`src/rtl/keypad_scanner.sv`:
```
// 4x4 matrix keypad scanner: row strobing, per-scan key capture, multi-scan debounce.
// Optional build macro KB_GHOST_REJECT_EN: any scan with two or more low columns reports no key.
module keypad_scanner #(
   parameter int SCAN_CYCLES    = 50000,
   parameter int DEBOUNCE_SCANS = 4
) (
   input  logic       clk,
   input  logic       rst,
   input  logic [3:0] col_in,
   output logic [3:0] row_out,
   output logic [4:0] kb_idx,
   output logic       key_pulse
);

   localparam int CW = (SCAN_CYCLES > 2) ? $clog2(SCAN_CYCLES) : 1;
   localparam int DW = $clog2(DEBOUNCE_SCANS + 1);
   localparam logic [CW-1:0] CYC_LAST = CW'(SCAN_CYCLES - 1);
   localparam logic [DW-1:0] DEB_MAX  = DW'(DEBOUNCE_SCANS);

   localparam logic [1:0] ST_IDLE        = 2'd0;
   localparam logic [1:0] ST_PRESS_CHK   = 2'd1;
   localparam logic [1:0] ST_HELD        = 2'd2;
   localparam logic [1:0] ST_RELEASE_CHK = 2'd3;

   function automatic logic [1:0] first_low(input logic [3:0] v);
      casez (v)
         4'b???1: return 2'd0;
         4'b??10: return 2'd1;
         4'b?100: return 2'd2;
         4'b1000: return 2'd3;
         default: return 2'd0;
      endcase
   endfunction

   function automatic logic [3:0] encode_key(input logic [1:0] row, input logic [1:0] col);
      case ({row, col})
         4'h0:    return 4'd1;
         4'h1:    return 4'd2;
         4'h2:    return 4'd3;
         4'h3:    return 4'd10;
         4'h4:    return 4'd4;
         4'h5:    return 4'd5;
         4'h6:    return 4'd6;
         4'h7:    return 4'd11;
         4'h8:    return 4'd7;
         4'h9:    return 4'd8;
         4'hA:    return 4'd9;
         4'hB:    return 4'd12;
         4'hC:    return 4'd14;
         4'hD:    return 4'd0;
         4'hE:    return 4'd15;
         4'hF:    return 4'd13;
         default: return 4'd0;
      endcase
   endfunction

`ifdef KB_GHOST_REJECT_EN
   function automatic logic multi_low(input logic [3:0] v);
      return ((v & (v - 4'd1)) != 4'd0);
   endfunction
`endif

   logic [CW-1:0] cyc_cnt_r;
   logic [1:0]    row_r;
   logic          acc_hit_r;
   logic [3:0]    acc_code_r;
   logic          scan_done_r;
   logic          scan_hit_r;
   logic [3:0]    scan_code_r;
   logic [1:0]    state_r;
   logic [DW-1:0] deb_cnt_r;
   logic [3:0]    cand_r;

   logic [3:0]    col_low_s;
   logic          prev_hit_s;
   logic [3:0]    prev_code_s;
   logic          next_hit_s;
   logic [3:0]    next_code_s;
   logic          scan_hit_s;
`ifdef KB_GHOST_REJECT_EN
   logic          acc_multi_r;
   logic          prev_multi_s;
   logic          next_multi_s;
`endif

   // Fold the current row's columns into the scan result; row 0 starts a fresh scan.
   always_comb begin
      col_low_s = ~col_in;
      if (row_r == 2'd0) begin
         prev_hit_s  = 1'b0;
         prev_code_s = 4'd0;
      end else begin
         prev_hit_s  = acc_hit_r;
         prev_code_s = acc_code_r;
      end
      if (!prev_hit_s && (col_low_s != 4'd0)) begin
         next_hit_s  = 1'b1;
         next_code_s = encode_key(row_r, first_low(col_low_s));
      end else begin
         next_hit_s  = prev_hit_s;
         next_code_s = prev_code_s;
      end
`ifdef KB_GHOST_REJECT_EN
      if (row_r == 2'd0) begin
         prev_multi_s = 1'b0;
      end else begin
         prev_multi_s = acc_multi_r;
      end
      next_multi_s = prev_multi_s | (prev_hit_s & (col_low_s != 4'd0)) | multi_low(col_low_s);
      scan_hit_s   = next_hit_s & ~next_multi_s;
`else
      scan_hit_s   = next_hit_s;
`endif
   end

   // Row strobe timing, column sampling at the end of each row slot, scan completion.
   always_ff @(posedge clk) begin
      if (rst) begin
         cyc_cnt_r   <= {CW{1'b0}};
         row_r       <= 2'd0;
         row_out     <= 4'b1110;
         acc_hit_r   <= 1'b0;
         acc_code_r  <= 4'd0;
         scan_done_r <= 1'b0;
         scan_hit_r  <= 1'b0;
         scan_code_r <= 4'd0;
`ifdef KB_GHOST_REJECT_EN
         acc_multi_r <= 1'b0;
`endif
      end else begin
         scan_done_r <= 1'b0;
         if (cyc_cnt_r == CYC_LAST) begin
            cyc_cnt_r  <= {CW{1'b0}};
            row_r      <= row_r + 2'd1;
            row_out    <= {row_out[2:0], row_out[3]};
            acc_hit_r  <= next_hit_s;
            acc_code_r <= next_code_s;
`ifdef KB_GHOST_REJECT_EN
            acc_multi_r <= next_multi_s;
`endif
            if (row_r == 2'd3) begin
               scan_done_r <= 1'b1;
               scan_hit_r  <= scan_hit_s;
               scan_code_r <= next_code_s;
            end
         end else begin
            cyc_cnt_r <= cyc_cnt_r + CW'(1);
         end
      end
   end

   // Debounce: accept after DEBOUNCE_SCANS identical hits, release after as many empty scans.
   always_ff @(posedge clk) begin
      if (rst) begin
         state_r   <= ST_IDLE;
         deb_cnt_r <= {DW{1'b0}};
         cand_r    <= 4'd0;
         kb_idx    <= 5'd0;
         key_pulse <= 1'b0;
      end else begin
         key_pulse <= 1'b0;
         if (scan_done_r) begin
            case (state_r)
               ST_IDLE: begin
                  if (scan_hit_r) begin
                     cand_r    <= scan_code_r;
                     deb_cnt_r <= DW'(1);
                     if (DEB_MAX == DW'(1)) begin
                        state_r   <= ST_HELD;
                        kb_idx    <= {1'b1, scan_code_r};
                        key_pulse <= 1'b1;
                     end else begin
                        state_r <= ST_PRESS_CHK;
                     end
                  end
               end
               ST_PRESS_CHK: begin
                  if (!scan_hit_r) begin
                     state_r   <= ST_IDLE;
                     deb_cnt_r <= {DW{1'b0}};
                  end else if (scan_code_r == cand_r) begin
                     if ((deb_cnt_r + DW'(1)) >= DEB_MAX) begin
                        state_r   <= ST_HELD;
                        deb_cnt_r <= DEB_MAX;
                        kb_idx    <= {1'b1, cand_r};
                        key_pulse <= 1'b1;
                     end else begin
                        deb_cnt_r <= deb_cnt_r + DW'(1);
                     end
                  end else begin
                     cand_r    <= scan_code_r;
                     deb_cnt_r <= DW'(1);
                  end
               end
               ST_HELD: begin
                  if (!scan_hit_r && (DEB_MAX == DW'(1))) begin
                     state_r   <= ST_IDLE;
                     deb_cnt_r <= {DW{1'b0}};
                     kb_idx    <= {1'b0, kb_idx[3:0]};
                  end else if (!(scan_hit_r && (scan_code_r == cand_r))) begin
                     state_r   <= ST_RELEASE_CHK;
                     deb_cnt_r <= scan_hit_r ? {DW{1'b0}} : DW'(1);
                  end
               end
               ST_RELEASE_CHK: begin
                  if (scan_hit_r && (scan_code_r == cand_r)) begin
                     state_r   <= ST_HELD;
                     deb_cnt_r <= {DW{1'b0}};
                  end else if (scan_hit_r) begin
                     deb_cnt_r <= {DW{1'b0}};
                  end else if ((deb_cnt_r + DW'(1)) >= DEB_MAX) begin
                     state_r   <= ST_IDLE;
                     deb_cnt_r <= {DW{1'b0}};
                     kb_idx    <= {1'b0, kb_idx[3:0]};
                  end else begin
                     deb_cnt_r <= deb_cnt_r + DW'(1);
                  end
               end
               default: begin
                  state_r   <= ST_IDLE;
                  deb_cnt_r <= {DW{1'b0}};
               end
            endcase
         end
      end
   end

endmodule

```
`config.mk`:
```
export PLATFORM = sky130hd
export DESIGN_NAME = keypad_scanner
export DESIGN_NICKNAME = d
export VERILOG_FILES = /design/src/rtl/keypad_scanner.sv
export SDC_FILE = /design/constraint.sdc
export NUM_CORES = 1
export LEC_CHECK = 0
export ABC_CLOCK_PERIOD_IN_PS = 2600
export CORE_MARGIN = 4
export CORE_UTILIZATION = 45
export CTS_BUF_LIST = sky130_fd_sc_hd__clkbuf_8
export DETAILED_ROUTE_END_ITERATION = 12
export PLACE_DENSITY_LB_ADDON = 0.12
export SYNTH_ARGS = -nofsm -noshare
export SYNTH_HDL_FRONTEND = slang
export SYNTH_SLANG_ARGS = --single-unit
```
`constraint.sdc`:
```
create_clock -name clk -period 2.6 [get_ports clk]
set_input_delay 0.65 -clock clk [delete_from_list [all_inputs] [get_ports clk]]
set_output_delay 0.65 -clock clk [all_outputs]
set_load 0.1 [all_outputs]
```
==> key figures <==
Yosys
  • Synth cell types: 47
  • Sequential share of the synthesized area: 0.409
  • Ys Warns: 0
  • Top cells by count, synth: dfxtp_1, nor2_1, nand2_1
  • Synth Register Bits: 48
  • Count leader, synth: dfxtp_1
  • Largest cells by area after synthesis: dfxtp_1, nor2_1, nand2_1, ha_1, nand3_1
  • EDFF count, synth: 0
  • Post-Syn Nets: 290
  • Avg Cell Area, Syn: 8.54 um2
  • Main flop type after synthesis: dfxtp_1
  • Area leader, netlist: dfxtp_1
  • Async SR Flop Fraction: 0
  • Share of the synthesized area in the top cell type: 0.409
  • Mapped cell area: 2350 um2
  • Gate Count Post-Synth: between 200 and 300

Global routing
  • Pin count of the biggest net entering global routing: 26
  • First-pass GRT wire length: about 7.6 mm
  • Overflow after GRT: 0
  • Vias in the first global route: 1,705
  • Initial antenna violation count: 0
  • Total track usage: 0.149

Die
  • Ports: 16
  • Placeable Area: roughly 5000 um2
  • Die area: 6440 um2
  • Die W: between 80 and 90 um
  • Die Y-Extent: 80.3 um
  • FP Rows: 26
  • Starting density of the core: 0.463

Detailed routing
  • Drt pass-1 iters: 4
  • Initial drt markers: 105
  • Vias: 1,842
  • Final antenna-violating net count: 0
  • WL/cell: 12.0 um
  • Final WL: roughly 4.3 mm
  • Vias per cell: approximately 5
  • Remaining DRCs: 0

Finish
  • Non-filler cells, final: 361
  • Layout cell share with drive strength beyond 1: 0.107
  • Syn-to-layout area delta: 11.7%
  • Area of the multi-input gates: around 1300 um2
  • Antenna cells: 0
  • # fillers: 500
  • Sequential cell area: 961 um2
  • Final-stage net count: 305

Worst setup path
  • CP required: 2.79 ns
  • Startpoint types: primary input
  • R2R Setup Slk: 0.76 ns
  • Crit path capture type: flop
  • Crit-path max cell delay: 0.42 ns
  • WP data arrival: about 2.4 ns
  • Crit-path slowest cell: clkdlybuf4s50_1
  • Critical Path Fanout Max: 4
  • Ordered list of cells on the worst path: clkdlybuf4s50_1 -> nand2b_1 -> a21boi_0 -> buf_4 -> ha_1 -> nand3_1 -> a21oi_1 -> a31oi_1 -> o21ai_0
  • R2R cell count: 6
  • WS Path Type: in -> reg

Job
  • Max_cap viols: 0

Clock tree
  • Root Driver: clkbuf_8
  • Clock Sinks: 48
  • Clk slew on worst S/H paths: 0.09 ns
  • Post-CTS Setup Inserts: 0
  • Worst skew pair latency: 0.30 ns
  • Number of H-tree levels: 2
  • PostCTS Resize Cnt: 0
  • Clock Path Buffers: 2
  • Cts bufs inserted: 5
  • CTS tree: built
  • Hold_buf cts: 0

STA
  • Final setup vio count: 0
  • Max Slew Vio Count: 0
  • RSZ-0062 raised after global routing: false
  • Max_slew headroom: 0.689
  • Layout Skew: roughly 0.0090 ns
  • Fin. Hold Viols: 0
  • Fin crit period: 2.18 ns
  • Max Clock Freq: 458 MHz
  • Final setup TNS: 0 ns
  • WHS: 0.454 ns
  • Final worst-path cycle share: 0.840
  • Worst Tran Pin Value: between 0.4 and 0.5 ns

Placement
  • PortBufs: 15
  • DP Cell Count: 353
  • Detailed placement HPWL: 3.13 mm
  • Final GP Congestion: 0.820

Power
  • Leakage: between 0.9 and 1 nW
  • Peak supply drop: 0.000304 V
  • Pwr/cell area: 484 nW/um2

Worst hold path
  • Worst Hold Path Cells: 2
  • Worst Hold Class: reg -> reg

Run status
  • Status: complete, no violations
-- flip-flops by register name, summed over array words and instances, names as in the netlist --
signal,flops
scan_hit_r,1
kb_idx,5
row_out,4
row_r,2
deb_cnt_r,3
acc_hit_r,1
scan_code_r,4
scan_done_r,1
acc_code_r,4
cyc_cnt_r,16
state_r,2
key_pulse,1
cand_r,4
-- where the power goes --
part | switching, W | internal (W) | leakage, nW | total, W
sequential | 0.00000451 | 0.000740 | 0.387 | 0.000744
combinational | 0.0000318 | 0.0000241 | 0.548 | 0.0000559
clock | 0.000253 | 0.000218 | 0.0516 | 0.000471
-- cells by family after synthesis --
group / after synthesis / share of synthesized area
compound gates: 48 / 0.127
xor+xnor: 20 / 0.0745
fa+ha+maj: 9 / 0.0479
buf+inv: 19 / 0.0405
flops: 48 / 0.409
mux: 6 / 0.0261
simple gates: 125 / 0.275
-- stage by stage --
step	setup WS, ns	power, W	area, um2	utilization
2_1_floorplan	0.504	0.000797	2350	-
4_1_cts	0.414	0.00129	2620	0.517
6_report	0.415	0.00127	2620	0.517
3_3_place_gp	0.100	0.000818	2530	0.498
5_1_grt	0.259	0.00133	2620	0.517
3_5_place_dp	0.0963	0.000818	2530	0.498
-- worst max-delay path: cells and delay by family --
family / cells / cell delay, ns
simple gates: 2 / 0.27
compound gates: 4 / 0.64
fa+ha+maj: 1 / 0.22
buf+inv: 2 / 0.60
-- final cells by class --
class / count / share of cell area
multi-input combinational: 208 / 0.493
inverter: 8 / 0.0114
clock buffer: 6 / 0.0315
timing repair buffer: 19 / 0.0591
tap: 70 / 0.0334
clock inverter: 2 / 0.00525
sequential: 48 / 0.366
-- cell usage in the layout, fill, tap and decap left out, types with 3 or more instances in the layout --
cell             instances
a211oi_1                 3
a21oi_1                 18
and3_1                   5
and4_1                   3
buf_4                   14
clkbuf_8                 6
clkdlybuf4s50_1          5
dfxtp_1                 48
ha_1                     9
inv_1                    8
mux2i_1                  5
nand2_1                 31
nand2b_1                 8
nand3_1                 21
nand4_1                  6
nor2_1                  32
nor3_1                   3
o21ai_0                  9
o22a_1                   3
xnor2_1                  8
xor2_1                  12
-- routing by layer --
metal,part of all wire,wire length (um),vias to the layer above,GRT usage
li1,-,-,980,-
met1,0.52,2270,833,0.199
met2,0.44,1890,23,0.236
met3,0.027,118,6,0.0404
met4,0.013,57,0,0.0422
met5,0,0,-,0
-- final timing paths --
check,startpoint,end
max,col_in[3],acc_code_r[2]$_SDFFE_PP0P_
min,kb_idx[0]$_SDFFE_PP0P_,kb_idx[0]$_SDFFE_PP0P_
max reg2reg,cyc_cnt_r[0]$_SDFF_PP0_,cyc_cnt_r[9]$_SDFF_PP0_
min reg2reg,kb_idx[0]$_SDFFE_PP0P_,kb_idx[0]$_SDFFE_PP0P_
Power figures use the tool's default switching activity.
